## config.mk

```make
export PLATFORM = sky130hd
export DESIGN_NAME = object_plotter
export DESIGN_NICKNAME = d
export VERILOG_FILES = /design/src/rtl/object_plotter.sv
export SDC_FILE = /design/constraint.sdc
export NUM_CORES = 1
export LEC_CHECK = 0
export BUFFER_PORTS_ARGS = -buffer_cell sky130_fd_sc_hd__buf_2
export CAP_MARGIN = 15
export CELL_PAD_IN_SITES_DETAIL_PLACEMENT = 0
export CELL_PAD_IN_SITES_GLOBAL_PLACEMENT = 1
export CORE_UTILIZATION = 30
export DETAILED_ROUTE_END_ITERATION = 10
export PLACE_DENSITY_LB_ADDON = 0.1
export SETUP_SLACK_MARGIN = 0.3
export SLEW_MARGIN = 5
export SYNTH_ARGS = -nofsm -noshare
export SYNTH_HDL_FRONTEND = slang
export SYNTH_SLANG_ARGS = --single-unit
```

## constraint.sdc

```tcl
create_clock -name clk -period 6.3 [get_ports clk]
set_input_delay 0.945 -clock clk [delete_from_list [all_inputs] [get_ports clk]]
set_output_delay 0.945 -clock clk [all_outputs]
set_load 0.005 [all_outputs]
```

## src/rtl/object_plotter.sv

```systemverilog
// Rectangle plotter for the VGA adapter: erases an object's old footprint in the
// background colour, then redraws it at its new position, one pixel per clock.
module object_plotter #(
    parameter int          MAX_X         = 159,
    parameter int          MAX_Y         = 119,
    parameter logic [2:0]  BG_COLOUR     = 3'b000,
    parameter logic [2:0]  BALL_COLOUR   = 3'b111,
    parameter logic [2:0]  PADDLE_COLOUR = 3'b010
) (
    input  logic       clk,
    input  logic       reset,
    input  logic       startPlot,
    input  logic [1:0] object,
    input  logic [7:0] newX,
    input  logic [6:0] newY,
    input  logic [7:0] oldX,
    input  logic [6:0] oldY,
    input  logic [7:0] sizeX,
    input  logic [6:0] sizeY,
    output logic [7:0] x,
    output logic [6:0] y,
    output logic [2:0] colour,
    output logic       plot,
    output logic       busy,
    output logic       done,
    output logic       overrun
);

    typedef enum logic [1:0] {IDLE, ERASE, DRAW, FINISH} state_t;

    state_t     state;
    logic [7:0] cx;
    logic [6:0] cy;
    logic [1:0] objR;
    logic [7:0] oldXR, newXR, sizeXR;
    logic [6:0] oldYR, newYR, sizeYR;

    logic       accept, pixelStep, drawPhase;
    logic [1:0] selObj;
    logic [7:0] selBaseX, selSizeX, curCx;
    logic [6:0] selBaseY, selSizeY, curCy;
    logic [8:0] pixX;
    logic [7:0] pixY;
    logic       clipped, zeroSize, lastCol, lastRow, hasDraw;
    logic [2:0] pixColour;

    // The accepting edge already emits erase pixel 0, so in IDLE the walk
    // logic is fed straight from the request inputs with zeroed counters.
    always_comb begin
        accept    = (state == IDLE) && startPlot && (object != 2'b11);
        drawPhase = (state == DRAW);
        pixelStep = accept || (state == ERASE) || (state == DRAW);
        if (state == IDLE) begin
            selObj   = object;
            selSizeX = sizeX;
            selSizeY = sizeY;
            selBaseX = oldX;
            selBaseY = oldY;
            curCx    = '0;
            curCy    = '0;
        end else begin
            selObj   = objR;
            selSizeX = sizeXR;
            selSizeY = sizeYR;
            selBaseX = drawPhase ? newXR : oldXR;
            selBaseY = drawPhase ? newYR : oldYR;
            curCx    = cx;
            curCy    = cy;
        end
        pixX      = {1'b0, selBaseX} + {1'b0, curCx};
        pixY      = {1'b0, selBaseY} + {1'b0, curCy};
        clipped   = (pixX > 9'(MAX_X)) || (pixY > 8'(MAX_Y));
        zeroSize  = (selSizeX == 8'd0) || (selSizeY == 7'd0);
        lastCol   = (curCx == selSizeX - 8'd1);
        lastRow   = (curCy == selSizeY - 7'd1);
        hasDraw   = (selObj[1] == 1'b0);
        pixColour = BG_COLOUR;
        if (drawPhase)
            pixColour = (selObj == 2'b00) ? BALL_COLOUR : PADDLE_COLOUR;
    end

    always_ff @(posedge clk) begin
        if (reset) begin
            state   <= IDLE;
            cx      <= '0;
            cy      <= '0;
            objR    <= '0;
            oldXR   <= '0;
            oldYR   <= '0;
            newXR   <= '0;
            newYR   <= '0;
            sizeXR  <= '0;
            sizeYR  <= '0;
            x       <= '0;
            y       <= '0;
            colour  <= '0;
            plot    <= 1'b0;
            busy    <= 1'b0;
            done    <= 1'b0;
            overrun <= 1'b0;
        end else begin
            done    <= 1'b0;
            overrun <= 1'b0;
            plot    <= 1'b0;
            colour  <= BG_COLOUR;
            if (startPlot && state != IDLE)
                overrun <= 1'b1;

            // FINISH is the last pixel cycle; done shows while already in IDLE,
            // which lets a back-to-back request be accepted with no gap.
            case (state)
                IDLE: begin
                    busy <= 1'b0;
                    if (accept) begin
                        objR   <= object;
                        oldXR  <= oldX;
                        oldYR  <= oldY;
                        newXR  <= newX;
                        newYR  <= newY;
                        sizeXR <= sizeX;
                        sizeYR <= sizeY;
                        busy   <= 1'b1;
                        state  <= ERASE;
                    end
                end
                FINISH: begin
                    done  <= 1'b1;
                    state <= IDLE;
                end
                default: ;
            endcase

            if (pixelStep) begin
                if (zeroSize) begin
                    state <= FINISH;
                end else begin
                    x      <= pixX[7:0];
                    y      <= pixY[6:0];
                    plot   <= ~clipped;
                    colour <= pixColour;
                    if (lastCol) begin
                        cx <= '0;
                        if (lastRow) begin
                            cy    <= '0;
                            state <= (drawPhase || !hasDraw) ? FINISH : DRAW;
                        end else begin
                            cy <= curCy + 7'd1;
                        end
                    end else begin
                        cx <= curCx + 8'd1;
                    end
                end
            end
        end
    end

endmodule

```

==> key figures <==
Setup path
  – Crit path DAT: approximately 4.2 ns
  – Startpoint type of the worst setup path: flip-flop
  – Top Family by Delay on Critical Path: compound AO/OA/AOI/OAI gates
  – Required time of the critical path: approximately 6.5 ns
  – CP Cell Sequence: inv_1, ha_2, buf_4, o21ai_0, ha_1, a21o_1, nor2_1, a31oi_1, a311o_1, xor2_1, nor4b_1, nor4b_2
  – Worst path max stage delay: 0.61 ns
  – Critical path endpoint category: flip-flop
  – CP Buf/Inv Count: 2
  – Crit path kind: flip-flop to flip-flop
  – CP max FO: 63
  – Crit-path slowest cell: buf_4

Routing
  – Vias per cell: 5.08
  – Remaining DRCs: 2
  – DR vias: 4700
  – Initial drt markers: 192
  – Routed wire length: 14500 um
  – Post-DRT Antenna Nets: 0
  – Wire per inst: 15.7 um
  – Pre-Repair DR Iteration Count: 8

Pwr
  – Pwr dens: 279 mW/mm^2
  – Final Total Pwr: 1.65 mW
  – Leakage: 2.37 nW
  – Worst vdd ir: 137 uV

Run status
  – Failing checks: DRC
  – Status: finished with violations

Place
  – Count of input and output buffers: 71
  – Placer Congestion: roughly 0.85
  – Detailed-placement wirelength estimate: 10200 um
  – Placed Area: 0.00557 mm^2

CTS
  – Clock-pin slew on the worst setup and hold paths: 0.07 ns
  – Hold bufs inserted after CTS: 0
  – Root buffer selected by CTS: clkbuf_16
  – Cts bufs inserted: 9
  – Setup Fix Bufs, Post-CTS: 0
  – H-tree Lvls: 3
  – CTS tree: built
  – Post-CTS resize count: 0
  – Worst skew pair latency: 0.34 ns
  – # clock sinks: 85
  – Clock buffer depth: 2

Logic synthesis
  – Yosys warns: 0
  – Synth Instances: between 600 and 700
  – Synth Cell Area: 0.00507 mm^2
  – Main synth FF type: dfxtp_1
  – Library cells used by synthesis: 63
  – Synth Register Bits: 85
  – Post-synth EDFFs: 0
  – Async SR Flop Fraction: 0%
  – Syn_area_per_cell: between 7 and 8 um^2
  – Syn Nets: 729
  – Seq/Total Area, Yosys: 33.6%

Finish
  – Commonest non-fill, non-tap cell in the layout: nand2_1
  – Layout cells sized above 1: approximately 15%
  – Area grow syn2layout: 16.3%
  – Final nets: 775
  – Most frequent cells in the layout: nand2_1, dfxtp_1, a21oi_1
  – Final Cell Area: between 0.005 and 0.006 mm^2
  – Diode count: 0

Die
  – Die ar.: 0.0174 mm^2
  – Initial core utilization: 30.7%
  – Area of the core: 0.0165 mm^2
  – Die width: ~130 um
  – Num rows: 47
  – Ports: 72
  – Chip height: ~130 um

STA
  – Worst-Margin Slew: roughly 1.1 ns
  – Clock Skew: 0.00646 ns
  – Final period util: between 60% and 70%
  – Slew Limit Fails: 0
  – Final hold viol count: 0
  – Post-layout min period: about 4 ns
  – Fmax: 0.250 GHz
  – Setup violators final: 0
  – RSZ-0062 raised after global routing: no
  – Setup TNS Final: 0 ns
  – Slew HR: 25.1%

Flow run
  – Max-cap check violation count: 0

Global route
  – Initial antenna violation count: 0
  – All-Layer GR Usage: 17.2%
  – Vias in the first global route: 4649
  – GRT overflow: 0
  – First-pass GRT wire length: 23800 um
  – Largest net degree at the start of global routing: 81

Worst hold path
  – Hold WC Path Type: flip-flop to flip-flop
## area by class of cell
class | count | area (um^2)
Fill cell | 1784 | 10600
Inverter | 9 | 33.8
Tap cell | 220 | 275
Timing Repair Buffer | 75 | 405
Clock inverter | 7 | 73.8
Clock buffer | 9 | 225
Multi-Input combinational cell | 520 | 3180
Sequential cell | 85 | 1700
## synth_stat cells, drive strengths merged, types with 5 or more instances
| master | instances | area share (%) |
|---|---|---|
| dfxtp | 85 | 34 |
| nor3b | 5 | 0.74 |
| ha | 24 | 5.9 |
| o21ai | 27 | 2.7 |
| nand2 | 150 | 11 |
| nor3 | 14 | 1.4 |
| nor2b | 19 | 2.3 |
| a211oi | 5 | 0.99 |
| xnor2 | 22 | 3.8 |
| nor2 | 21 | 1.6 |
| mux2i | 27 | 5.3 |
| xor2 | 15 | 2.6 |
| inv | 9 | 0.67 |
| and3 | 6 | 0.74 |
| buf | 9 | 0.86 |
| clkbuf | 31 | 2.3 |
| nand3 | 21 | 2.1 |
| a21oi | 82 | 8.1 |
## stage by stage
step	util (%)	setup WS, ns	hold slack [ns]	instances
final	35.7	2.30	0.453	925
after global routing	35.7	1.89	0.474	925
after CTS	35.5	2.23	0.456	924
after detailed placement	33.7	2.24	0.445	908
after global placement	33.7	2.44	0.441	908
after floorplan	-	2.27	0.433	654
## worst reg2reg max path, delay by kind of cell, from the launching register on
family	cells	cell delay, ns
simple gates	3	0.47
flops	1	0.35
fa+ha+maj	2	0.93
compound gates	4	1.21
buf+inv	2	0.73
xor+xnor	1	0.20
## registers in the layout, indices dropped and copies added, names as in the netlist, 2 cells and up
register,cells
oldXR,8
colour,2
cx,8
y,7
state,2
objR,2
newXR,8
cy,7
sizeXR,8
newYR,7
oldYR,7
x,8
sizeYR,7
## worst paths after layout
path                  startpoint           endpoint  slack [ns]  depth (start not counted)
min            x[6]$_SDFFE_PP0P_  x[6]$_SDFFE_PP0P_        0.45                          2
max          state[0]$_SDFF_PP0_    plot$_SDFF_PP0_        2.30                         12
max reg2reg  state[0]$_SDFF_PP0_    plot$_SDFF_PP0_        2.30                         12
min reg2reg    x[6]$_SDFFE_PP0P_  x[6]$_SDFFE_PP0P_        0.45                          2
## kinds of logic after synthesis
kind of cell | after synthesis | synth area share, %
compound gates | 162 | 19.8
xor+xnor | 37 | 6.39
mux | 28 | 5.55
flops | 85 | 33.6
simple gates | 268 | 24.6
buf+inv | 49 | 3.82
fa+ha+maj | 25 | 6.32
## metal layers
layer	vias up	global-route usage, %	part of all wire, %
li1	2394	-	-
met5	-	0	0
met4	0	7.69	2.3
met2	69	29.3	49
met3	17	2.81	2.8
met1	2220	21.4	46
## report_power, final
group	switching, mW	leakage (nW)	total, mW	internal [mW]
registers	0.0327	0.695	0.620	0.588
clock network	0.237	0.146	0.546	0.310
logic	0.299	1.53	0.482	0.183
No activity file was read; power rests on OpenSTA's default activity.
